## config.mk

```make
export PLATFORM = sky130hd
export DESIGN_NAME = button_event_decoder
export DESIGN_NICKNAME = d
export VERILOG_FILES = /design/src/rtl/button_event_decoder.sv
export SDC_FILE = /design/constraint.sdc
export NUM_CORES = 1
export LEC_CHECK = 0
export BUFFER_PORTS_ARGS = -buffer_cell sky130_fd_sc_hd__buf_2
export CORE_MARGIN = 2
export CORE_UTILIZATION = 60
export CTS_BUF_LIST = sky130_fd_sc_hd__clkbuf_16
export DETAILED_ROUTE_END_ITERATION = 12
export HOLD_SLACK_MARGIN = 0.12
export PLACE_DENSITY = 0.81
export SKIP_LAST_GASP = 1
export SLEW_MARGIN = 20
export SYNTH_ARGS = -nofsm -noshare
export SYNTH_HDL_FRONTEND = slang
export SYNTH_SLANG_ARGS = --single-unit
```

## constraint.sdc

```tcl
create_clock -name clk -period 2.39 [get_ports clk]
set_input_delay 0.478 -clock clk [delete_from_list [all_inputs] [get_ports clk]]
set_output_delay 0.478 -clock clk [all_outputs]
set_load 0.05 [all_outputs]
```

## src/rtl/button_event_decoder.sv

```systemverilog
// Classifies debounced button activity into short, long and double press events.
// State encodings and register reset values are all-zero so power-up matches reset.
module button_event_decoder #(
    parameter int unsigned CLK_FREQ_HZ   = 10_000_000,
    parameter int unsigned LONG_PRESS_MS = 1000,
    parameter int unsigned DOUBLE_GAP_MS = 300,
    parameter bit          IS_PULLUP     = 1'b0
) (
    input  logic       clk,
    input  logic       rst_n,
    input  logic       btn_level,
    input  logic       btn_valid,
    output logic       event_valid,
    output logic [1:0] event_code,
    output logic       busy
);

    localparam int unsigned DIV = CLK_FREQ_HZ / 1000;
    localparam int unsigned PW  = (DIV > 1) ? $clog2(DIV) : 1;
    localparam int unsigned MW  = 16;

    localparam logic [PW-1:0] PRESC_LAST = PW'(DIV - 1);
    localparam logic [MW-1:0] MS_MAX     = '1;
    localparam logic [MW-1:0] LONG_LIM   = MW'(LONG_PRESS_MS);
    localparam logic [MW-1:0] GAP_LIM    = MW'(DOUBLE_GAP_MS);

    localparam logic [1:0] EV_NONE   = 2'b00;
    localparam logic [1:0] EV_SHORT  = 2'b01;
    localparam logic [1:0] EV_LONG   = 2'b10;
    localparam logic [1:0] EV_DOUBLE = 2'b11;

    typedef enum logic [2:0] {
        S_IDLE   = 3'd0,
        S_PRESS1 = 3'd1,
        S_GAP    = 3'd2,
        S_PRESS2 = 3'd3,
        S_HELD   = 3'd4
    } state_t;

    state_t          state_q, state_d;
    logic [PW-1:0]   presc_q, presc_d;
    logic [MW-1:0]   ms_q, ms_d;
    logic            ev_valid_q, ev_valid_d;
    logic [1:0]      ev_code_q, ev_code_d;
    logic            busy_q, busy_d;

    logic            pressed_c;
    logic            press_edge_c;
    logic            release_edge_c;
    logic            tick_c;
    logic            timeout_c;
    logic [MW-1:0]   limit_c;

    // Edge classification against the configured pressed polarity
    always_comb begin
        pressed_c      = btn_level ^ IS_PULLUP;
        press_edge_c   = btn_valid & pressed_c;
        release_edge_c = btn_valid & ~pressed_c;
        tick_c         = (presc_q == PRESC_LAST);
    end

    // Active timeout limit; only the timed states can time out
    always_comb begin
        limit_c   = LONG_LIM;
        timeout_c = 1'b0;
        case (state_q)
            S_PRESS1, S_PRESS2: begin
                limit_c   = LONG_LIM;
                timeout_c = (ms_q == LONG_LIM);
            end
            S_GAP: begin
                limit_c   = GAP_LIM;
                timeout_c = (ms_q == GAP_LIM);
            end
            default: begin
                limit_c   = LONG_LIM;
                timeout_c = 1'b0;
            end
        endcase
    end

    // Next-state and event decode; edges are checked before timeouts so they win
    always_comb begin
        state_d    = state_q;
        ev_valid_d = 1'b0;
        ev_code_d  = EV_NONE;
        case (state_q)
            S_IDLE: begin
                if (press_edge_c) begin
                    state_d = S_PRESS1;
                end
            end
            S_PRESS1: begin
                if (release_edge_c) begin
                    state_d = S_GAP;
                end else if (timeout_c) begin
                    state_d    = S_HELD;
                    ev_valid_d = 1'b1;
                    ev_code_d  = EV_LONG;
                end
            end
            S_GAP: begin
                if (press_edge_c) begin
                    state_d = S_PRESS2;
                end else if (timeout_c) begin
                    state_d    = S_IDLE;
                    ev_valid_d = 1'b1;
                    ev_code_d  = EV_SHORT;
                end
            end
            S_PRESS2: begin
                if (release_edge_c) begin
                    state_d    = S_IDLE;
                    ev_valid_d = 1'b1;
                    ev_code_d  = EV_DOUBLE;
                end else if (timeout_c) begin
                    state_d    = S_HELD;
                    ev_valid_d = 1'b1;
                    ev_code_d  = EV_LONG;
                end
            end
            S_HELD: begin
                if (release_edge_c) begin
                    state_d = S_IDLE;
                end
            end
            default: begin
                state_d = S_IDLE;
            end
        endcase
    end

    // Millisecond timebase restarts on every state change
    always_comb begin
        presc_d = presc_q;
        ms_d    = ms_q;
        busy_d  = (state_d != S_IDLE);
        if (state_d != state_q) begin
            presc_d = '0;
            ms_d    = '0;
        end else begin
            presc_d = tick_c ? '0 : presc_q + PW'(1);
            if (tick_c && (ms_q != MS_MAX)) begin
                ms_d = ms_q + MW'(1);
            end
        end
    end

    always_ff @(posedge clk) begin
        if (!rst_n) begin
            state_q    <= S_IDLE;
            presc_q    <= '0;
            ms_q       <= '0;
            ev_valid_q <= 1'b0;
            ev_code_q  <= EV_NONE;
            busy_q     <= 1'b0;
        end else begin
            state_q    <= state_d;
            presc_q    <= presc_d;
            ms_q       <= ms_d;
            ev_valid_q <= ev_valid_d;
            ev_code_q  <= ev_code_d;
            busy_q     <= busy_d;
        end
    end

    assign event_valid = ev_valid_q;
    assign event_code  = ev_code_q;
    assign busy        = busy_q;

endmodule
```

==> flow_metrics.tcl, run 1 <==
set metrics [dict create \
    p_total_mw 1.40 \
    crit_chain "ha_1 > and4_1 > and4_1 > or2_1 > buf_4 > or3_1 > a21oi_1" \
    syn-cell-area_sq_mm 0.00182 \
    finalSetupViolCount 0 \
    rsz0062_at_grt "false" \
    slew_headroom 0.606 \
    wl_met3_microns 147 \
    crit_required_ns 2.58 \
    maxCapViolations 0 \
    reg2regPathDepth 7 \
    fin_util 0.723 \
    fin_crit_sh 0.879 \
    start_util 0.648 \
    ios 8 \
    synth.most_common_cell "nor2_1" \
    ys_seq_area_frac 0.408 \
    clockBufferDepth 2 \
    ctsResizeCount 0 \
    wl_per_cell_microns 13.8 \
    peakVddDrop_uv 470 \
    hpwl_mm 2.49 \
    drt_iter0_drc 88 \
    grt_max_degree 17 \
    num-nets-final 229 \
    grt_pass1_wl_mm 5.91 \
    core-area_sq_mm 0.00281 \
    cts_tree "yes" \
    top_layer "met4" \
    wl_met2_mm 1.67 \
    crit_path_start_kind "register" \
    cts_root_buf "clkbuf_16" \
    crit_arrival_ns 2.29 \
    post_drt_via_cell_ratio 5.94 \
    crit_family "simple AND/OR/NAND/NOR gates" \
    syn-num-nets 223 \
    crit_fanout 11 \
    place_congestion 0.963 \
    rows 19 \
    clock.fmax_ghz 0.476 \
    cts_buffers 5 \
    avgSynthCellArea_sq_um 8.41 \
    synth_top_area_cell "dfxtp_1" \
    yosysTopAreaCellShare 0.408 \
    synthTopCellsByCount "39 x nor2_1, 37 x dfxtp_1, 19 x xnor2_1" \
    yosysWarnings 0 \
    r2r-start "ms_q[1]" \
    ys_ff_latch 37 \
    holdCritStartpoint "presc_q[0]" \
    crit_top_cell "and4_1" \
    path_clk_slew_ns 0.05 \
    track_usage 0.222 \
    n_antenna_cell 0 \
    synthToLayoutAreaGrowth_pct 11.6 \
    synthDistinctLibCells 38 \
    cp-startpoint "ms_q[1]" \
    final_hold_viol_count 0 \
    htreeDepth 2 \
    routed_wl_mm 3.50 \
    min_path_cells 1 \
    antenna_found_initial 0 \
    crit_buf_inv 1 \
    fp.dieW_microns 59.0 \
    hp-class "reg -> reg" \
    vias 1508 \
    slowest_stage "or3_1" \
    firstDrtPassIters 4 \
    synth_top_flop_cell "dfxtp_1" \
    powerDensity_mw_per_mm2 689 \
    leakagePower_nw 0.704 \
    gr-total-overflow 0 \
    final_max_slew_viol_count 0 \
    end_kind "register" \
    design.die.area_sq_mm 0.00348 \
    criticalPathCategory "reg -> reg" \
    die_h_microns 59.0 \
    post-cts-setup-buffers 0 \
    route.detailed.drc 0 \
    status "finished clean" \
    drt-met1-wl_mm 1.61 \
    hold_buffers 0 \
    finalClockSkew_ns 0.00633 \
    async_reset_ff_frac 0 \
    worst_pin_slew_ns 0.591 \
    path_depth 7 \
    synth_enable_flop_cells 0 \
    grt_pass1_vias 1404 \
    tns_ns 0 \
    min_period_ns 2.10 \
    portBuffers 7 \
    worst_skew_pair.late_latency_ns 0.28 \
    numClockSinks 37 \
    syn_inst 216 \
    synthTopCellsByArea "dfxtp_1 41%, xnor2_1 9.2%, nor2_1 8.1%" \
    drive_above_1_share 0.0762 \
    antenna_left 0 \
    critPathMaxStageDelay_ns 0.35 \
]
==> metal layers <==
metal,track usage,up-vias
met4,0.101,0
met1,0.275,692
met3,0.0699,11
li1,-,764
met2,0.352,41
met5,0,-
==> area by class of cell <==
type / count / area (sq um)
inverters: 5 / 18.8
flip-flops and latches: 37 / 741
fillers: 216 / 778
clock inverters: 3 / 37.5
well taps: 31 / 38.8
multi-input cells: 163 / 1010
repair buffers: 10 / 57.6
clock buffers: 5 / 125
==> layout by cell type (no fill, tap or decap), types with 2 or more instances in the layout <==
| master | count |
|---|---|
| xor2_1 | 6 |
| buf_4 | 3 |
| xnor2_1 | 19 |
| or3_1 | 3 |
| nor4b_1 | 2 |
| nand2_1 | 13 |
| mux2i_1 | 2 |
| nor3_1 | 9 |
| a21oi_1 | 7 |
| and3_1 | 4 |
| and4_1 | 4 |
| nand3_1 | 11 |
| and4b_1 | 2 |
| buf_2 | 7 |
| nor3b_1 | 4 |
| nand4_1 | 6 |
| and2_1 | 2 |
| nand2b_1 | 2 |
| inv_1 | 6 |
| clkbuf_16 | 5 |
| ha_1 | 3 |
| nor2_1 | 39 |
| o21ai_0 | 6 |
| dfxtp_1 | 37 |
| nor4_1 | 5 |
==> final timing paths <==
| check | to | slack [ns] |
|---|---|---|
| setup / recovery | ms_q[11] | 0.29 |
| hold / removal | presc_q[0] | 0.46 |
| setup reg to reg | ms_q[11] | 0.29 |
| hold reg to reg | presc_q[0] | 0.46 |
==> metrics by stage <==
step | hold WS, ns | cell area, sq um | setup WS, ns | std cells
floorplan | 0.430 | 1820 | 0.301 | 216
global placement | 0.439 | 1860 | 0.392 | 246
detailed placement | 0.448 | 1860 | 0.325 | 246
CTS | 0.461 | 2030 | 0.308 | 254
global route | 0.478 | 2030 | 0.0964 | 254
finish | 0.457 | 2030 | 0.290 | 254
==> state kept, by name (all words and copies together), names as in the netlist <==
| signal | flops |
|---|---|
| ms_q | 16 |
| event_valid | 1 |
| state_q | 3 |
| presc_q | 14 |
| event_code | 2 |
| busy | 1 |
==> report_power, final <==
part | total [mW] | switching, mW | internal [mW]
registers | 0.630 | 0.00584 | 0.624
logic | 0.0523 | 0.0359 | 0.0164
clock network | 0.715 | 0.231 | 0.484
==> worst register-to-register path: cells and delay by family, from the launching register on <==
kind            cells  cell delay (ns)
buf+inv             1             0.17
simple gates        4             1.13
compound gates      1             0.16
flops               1             0.33
fa+ha+maj           1             0.23
==> logic make-up (layout without fill, tap and decap cells) <==
logic type,Yosys count,in the layout,share of synthesized area
and+or+nand+nor,115,115,0.346
buffers and inverters,16,23,0.0372
adders and majority gates,3,3,0.0207
xor gates and xnor gates,25,25,0.121
AOI/OAI and AO/OA,18,18,0.0572
DFF,37,37,0.408
muxes,2,2,0.0110
No activity file was read; power rests on OpenSTA's default activity.
==> run 2: changes to the inputs <==
--- a/config.mk
+++ b/config.mk
@@ -7,11 +7,11 @@
 export LEC_CHECK = 0
 export BUFFER_PORTS_ARGS = -buffer_cell sky130_fd_sc_hd__buf_2
 export CORE_MARGIN = 2
-export CORE_UTILIZATION = 60
+export CORE_UTILIZATION = 64
 export CTS_BUF_LIST = sky130_fd_sc_hd__clkbuf_16
 export DETAILED_ROUTE_END_ITERATION = 12
 export HOLD_SLACK_MARGIN = 0.12
-export PLACE_DENSITY = 0.81
+export PLACE_DENSITY = 0.85
 export SKIP_LAST_GASP = 1
 export SLEW_MARGIN = 20
 export SYNTH_ARGS = -nofsm -noshare
==> constraint.sdc (replaced) <==
create_clock -name clk -period 2.7 [get_ports clk]
set_input_delay 0.54 -clock clk [delete_from_list [all_inputs] [get_ports clk]]
set_output_delay 0.54 -clock clk [all_outputs]
set_load 0.05 [all_outputs]
==> run 2 against run 1 <==
Net effect:
- utilization increased by 1.1 points
- design area decreased by 1.1%
- global-route usage increased by 2.9 points
- largest power group unchanged
- highest routed layer unchanged
- routed wire length increased by 6.5%
- critical path type unchanged
- setup slack improved by 0.078 ns
- count of clock-buffer cells in the layout unchanged
- register-to-register slack improved by 0.08 ns
- flip-flop and latch count unchanged
==> flow_metrics.tcl, run 2 (synthesis gave the netlist of run 1 again) <==
set metrics [dict create \
    status "finished clean" \
    fillers 211 \
    clockBufferDepth 2 \
    gr-total-overflow 0 \
    post_drt_via_cell_ratio 6.02 \
    r2r-start "presc_q[11]" \
    powerDensity_mw_per_mm2 621 \
    critPathMaxStageDelay_ns 0.53 \
    wl_per_cell_microns 14.9 \
    min_path_cells 1 \
    ios 8 \
    design.die.area_sq_mm 0.00328 \
    n_antenna_cell 0 \
    antenna_left 0 \
    start_util 0.665 \
    end_kind "register" \
    finalClockSkew_ns 0.00594 \
    routed_wl_mm 3.73 \
    finalSetupViolCount 0 \
    rows 19 \
    cellInternalPower_mw 0.994 \
    hp-class "reg -> reg" \
    clock.fmax_ghz 0.429 \
    final_max_slew_viol_count 0 \
    power_frac_comb 0.034 \
    switching_power_mw 0.251 \
    hold_ws_ns 0.458 \
    tns_ns 0 \
    numClockSinks 37 \
    reg2regPathDepth 5 \
    vias 1511 \
    crit_buf_inv 0 \
    slowest_stage "or4b_1" \
    power_frac_seq 0.449 \
    firstDrtPassIters 4 \
    cts_root_buf "clkbuf_16" \
    crit_path_start_kind "register" \
    top_register "ms_q" \
    drive_above_1_share 0.0636 \
    hpwl_mm 2.63 \
    cts_tree "yes" \
    ctsResizeCount 0 \
    cts_buffers 5 \
    layout_common_cells "39 x nor2_1, 37 x dfxtp_1, 19 x xnor2_1, 13 x nand2_1, 11 x nand3_1" \
    fp.dieW_microns 57.3 \
    rsz0062_at_grt "false" \
    fin_util 0.733 \
    grt_pass1_wl_mm 6.10 \
    hold_buffers 0 \
    path_clk_slew_ns 0.06 \
    grt_max_degree 17 \
    crit_arrival_ns 2.54 \
    post-cts-setup-buffers 0 \
    core-area_sq_mm 0.00273 \
    largest_register_ffs 16 \
    swShare 0.202 \
    crit_fanout 13 \
    multi_input_area_sq_mm 0.00101 \
    crit_chain "or4b_1 > nand4bb_4 > or2_1 > or4_1 > a21oi_1" \
    drt_iter0_drc 54 \
    criticalPathCategory "reg -> reg" \
    clockPowerShare 0.517 \
    path_depth 5 \
    antenna_found_initial 0 \
    num-nets-final 226 \
    min_period_ns 2.33 \
    route.detailed.drc 0 \
    crit_family "simple AND/OR/NAND/NOR gates" \
    reg.largest.list "ms_q x16, presc_q x14, state_q x3" \
    slew_headroom 0.581 \
    fin_crit_sh 0.864 \
    grt_pass1_vias 1368 \
    leakagePower_nw 0.691 \
    timing.rr.end "ms_q[13]" \
    htreeDepth 2 \
    place_congestion 0.907 \
    worst_skew_pair.late_latency_ns 0.29 \
    synthToLayoutAreaGrowth_pct 10.3 \
    worst_pin_slew_ns 0.629 \
    maxCapViolations 0 \
    hold_path_end "presc_q[0]" \
    holdCritStartpoint "presc_q[0]" \
    reg2reg_slack_ns 0.37 \
    track_usage 0.251 \
    portBuffers 7 \
    peakVddDrop_uv 697 \
    die_h_microns 57.3 \
    final_common_cell "nor2_1" \
    crit_required_ns 2.90 \
    final-seq-area_sq_um 741 \
    final_hold_viol_count 0 \
]
run 2: changes by cell type in the layout (fill, tap and decap cells not counted), sizes merged:
cell	delta
buf	-3
run 2: final cells by class:
| cell class | instances | share of cell area |
|---|---|---|
| well taps | 31 | 0.0194 |
| multi-input cells | 163 | 0.503 |
| inverters | 5 | 0.00936 |
| repair buffers | 7 | 0.0175 |
| flip-flops and latches | 37 | 0.370 |
| clock buffers | 5 | 0.0624 |
| clock inverters | 3 | 0.0187 |
run 2: worst max-delay path by stage:
stage                     to        start  slack (ns)
global route        ms_q[13]  presc_q[11]        0.27
CTS                 ms_q[13]  presc_q[11]        0.36
finish              ms_q[13]  presc_q[11]        0.37
floorplan           ms_q[13]  presc_q[11]        0.61
global placement    ms_q[13]  presc_q[11]        0.46
detailed placement  ms_q[13]  presc_q[11]        0.39
run 2: per-layer routing:
| layer | GRT usage | vias up | wire (microns) |
|---|---|---|---|
| li1 | - | 754 | - |
| met1 | 0.308 | 700 | 1620 |
| met2 | 0.391 | 45 | 1760 |
| met3 | 0.0816 | 12 | 235 |
| met4 | 0.136 | 0 | 108 |
| met5 | 0 | - | 0 |
run 2: power groups by stage:
stage,combinational (mW),clock [mW],sequential [mW]
2_1_floorplan,0.0312,0,0.572
3_3_place_gp,0.0398,0,0.571
3_5_place_dp,0.0418,0,0.571
4_1_cts,0.0419,0.651,0.559
5_1_grt,0.0477,0.671,0.560
6_report,0.0419,0.644,0.560
run 2: worst reg2reg max path: stages (launching register included):
cell       delay (ns)
dfxtp_1          0.34
or4b_1           0.53
nand4bb_4        0.32
or2_1            0.39
or4_1            0.53
a21oi_1          0.15
run 2: stage by stage:
step / setup WS, ns / power [mW] / std cells / area, sq um
3_3_place_gp: 0.465 / 0.610 / 243 / 1840
4_1_cts: 0.360 / 1.25 / 251 / 2000
5_1_grt: 0.266 / 1.28 / 251 / 2000
3_5_place_dp: 0.385 / 0.613 / 243 / 1840
6_report: 0.368 / 1.25 / 251 / 2000
2_1_floorplan: 0.611 / 0.603 / 216 / 1820
==> run 3: changes to the inputs <==
--- a/config.mk
+++ b/config.mk
@@ -12,6 +12,7 @@
 export DETAILED_ROUTE_END_ITERATION = 12
 export HOLD_SLACK_MARGIN = 0.12
 export PLACE_DENSITY = 0.85
+export RECOVER_POWER = 100
 export SKIP_LAST_GASP = 1
 export SLEW_MARGIN = 20
 export SYNTH_ARGS = -nofsm -noshare
==> constraint.sdc (replaced) <==
create_clock -name clk -period 2.9 [get_ports clk]
set_input_delay 0.58 -clock clk [delete_from_list [all_inputs] [get_ports clk]]
set_output_delay 0.58 -clock clk [all_outputs]
set_load 0.05 [all_outputs]
==> run 3 against run 2 <==
Net effect:
- clock power is 7.0% lower
- design area is 0.25% lower
- first-iteration DRC count increased by 30%
- setup slack improved by 0.15 ns
- register-to-register slack improved by 0.15 ns
- utilization decreased by 0.18 points
- via count increased by 0.26%
- flip-flop and latch count unchanged
- critical path depth stayed put
- clock skew hardly changed
- combinational power is 7.2% lower
- critical path type unchanged
- largest cell class unchanged
==> flow_metrics.tcl, run 3 (synthesis gave the netlist of run 1 again) <==
set metrics [dict create \
    status "finished clean" \
    powerDensity_mw_per_mm2 580 \
    hpwl_mm 2.63 \
    cts_root_buf "clkbuf_16" \
    top_register "ms_q" \
    n_antenna_cell 0 \
    finalSetupViolCount 0 \
    design.die.area_sq_mm 0.00328 \
    worst_pin_slew_ns 0.632 \
    tns_ns 0 \
    place_congestion 0.907 \
    path_clk_slew_ns 0.06 \
    cts_buffers 5 \
    wl_per_cell_microns 14.9 \
    cts_tree "yes" \
    worst_skew_pair.late_latency_ns 0.29 \
    crit_required_ns 3.10 \
    antenna_left 0 \
    end_kind "register" \
    hold_ws_ns 0.458 \
    crit_fanout 13 \
    hold_buffers 0 \
    reg.largest.list "ms_q x16, presc_q x14, state_q x3" \
    num-nets-final 226 \
    fillers 215 \
    firstDrtPassIters 4 \
    grt_max_degree 17 \
    drt_iter0_drc 70 \
    rows 19 \
    design_area_sq_mm 0.00200 \
    final_common_cell "nor2_1" \
    finalClockSkew_ns 0.00563 \
    leakagePower_nw 0.674 \
    hp-class "reg -> reg" \
    crit_chain "or4b_1 > nand4bb_4 > or2_0 > or4_1 > a21oi_1" \
    route.detailed.drc 0 \
    slew_headroom 0.579 \
    reg2reg_slack_ns 0.52 \
    post-cts-setup-buffers 0 \
    ctsResizeCount 0 \
    min_period_ns 2.38 \
    peakVddDrop_uv 649 \
    die_h_microns 57.3 \
    critPathMaxStageDelay_ns 0.54 \
    clock.fmax_ghz 0.421 \
    multi_input_area_sq_mm 0.00101 \
    portBuffers 7 \
    placed_cells 243 \
    vias 1515 \
    routed_wl_mm 3.74 \
    ios 8 \
    maxCapViolations 0 \
    antenna_found_initial 0 \
    grt_pass1_vias 1368 \
    clockBufferDepth 2 \
    synthToLayoutAreaGrowth_pct 10.1 \
    post_drt_via_cell_ratio 6.04 \
    p_total_mw 1.16 \
    layout_common_cells "39 x nor2_1, 37 x dfxtp_1, 19 x xnor2_1, 13 x nand2_1, 11 x nand3_1" \
    crit_path_start_kind "register" \
    final_hold_viol_count 0 \
    placed_area_sq_mm 0.00184 \
    rsz0062_at_grt "false" \
    largest_register_ffs 16 \
    crit_arrival_ns 2.58 \
    drive_above_1_share 0.0455 \
    numClockSinks 37 \
    gr-total-overflow 0 \
    finalNonFillerCells 251 \
    core-area_sq_mm 0.00273 \
    slowest_stage "or4_1" \
    htreeDepth 2 \
    start_util 0.665 \
    track_usage 0.251 \
    criticalPathCategory "reg -> reg" \
    fin_crit_sh 0.820 \
    grt_pass1_wl_mm 6.10 \
    fp.dieW_microns 57.3 \
    final-seq-area_sq_um 741 \
    final_max_slew_viol_count 0 \
]
-- run 3: changes by cell type in the layout (fill, tap and decap cells not counted), sizes merged --
cell    change
buf         -4
clkbuf      +4
-- run 3: area by class of cell --
type                            instances  share of cell area
Tap cell                               31              0.0194
Clock buffer                            5              0.0626
Sequential cell                        37               0.370
Clock inverter                          3              0.0188
Timing Repair Buffer                    7              0.0150
Multi-Input combinational cell        163               0.504
Inverter                                5             0.00939
-- run 3: critical path, delay by kind of cell (launching register included) --
family / cells / cell delay [ns]
flops: 1 / 0.34
simple gates: 4 / 1.80
compound gates: 1 / 0.15
-- run 3: per-layer routing --
| layer | up-vias | wire (microns) | GRT usage |
|---|---|---|---|
| met2 | 48 | 1760 | 0.391 |
| met3 | 12 | 264 | 0.0816 |
| met5 | - | 0 | 0 |
| met1 | 700 | 1610 | 0.308 |
| li1 | 755 | - | - |
| met4 | 0 | 108 | 0.136 |
-- run 3: power breakdown --
part / switching, mW / internal, mW
logic: 0.0266 / 0.0122
registers: 0.00700 / 0.514
clock network: 0.200 / 0.399
total: 0.234 / 0.925
-- run 3: final timing paths --
check	start	to	cells past startpoint
worst max-delay path	presc_q[11]	ms_q[13]	5
worst min-delay path	presc_q[0]	presc_q[0]	1
worst max register to register	presc_q[11]	ms_q[13]	5
worst min register to register	presc_q[0]	presc_q[0]	1
-- run 3: metrics by stage --
| stage | utilization | setup WS (ns) |
|---|---|---|
| 2_1_floorplan | - | 0.811 |
| 3_3_place_gp | 0.674 | 0.665 |
| 3_5_place_dp | 0.674 | 0.585 |
| 4_1_cts | 0.733 | 0.560 |
| 5_1_grt | 0.731 | 0.404 |
| 6_report | 0.731 | 0.523 |
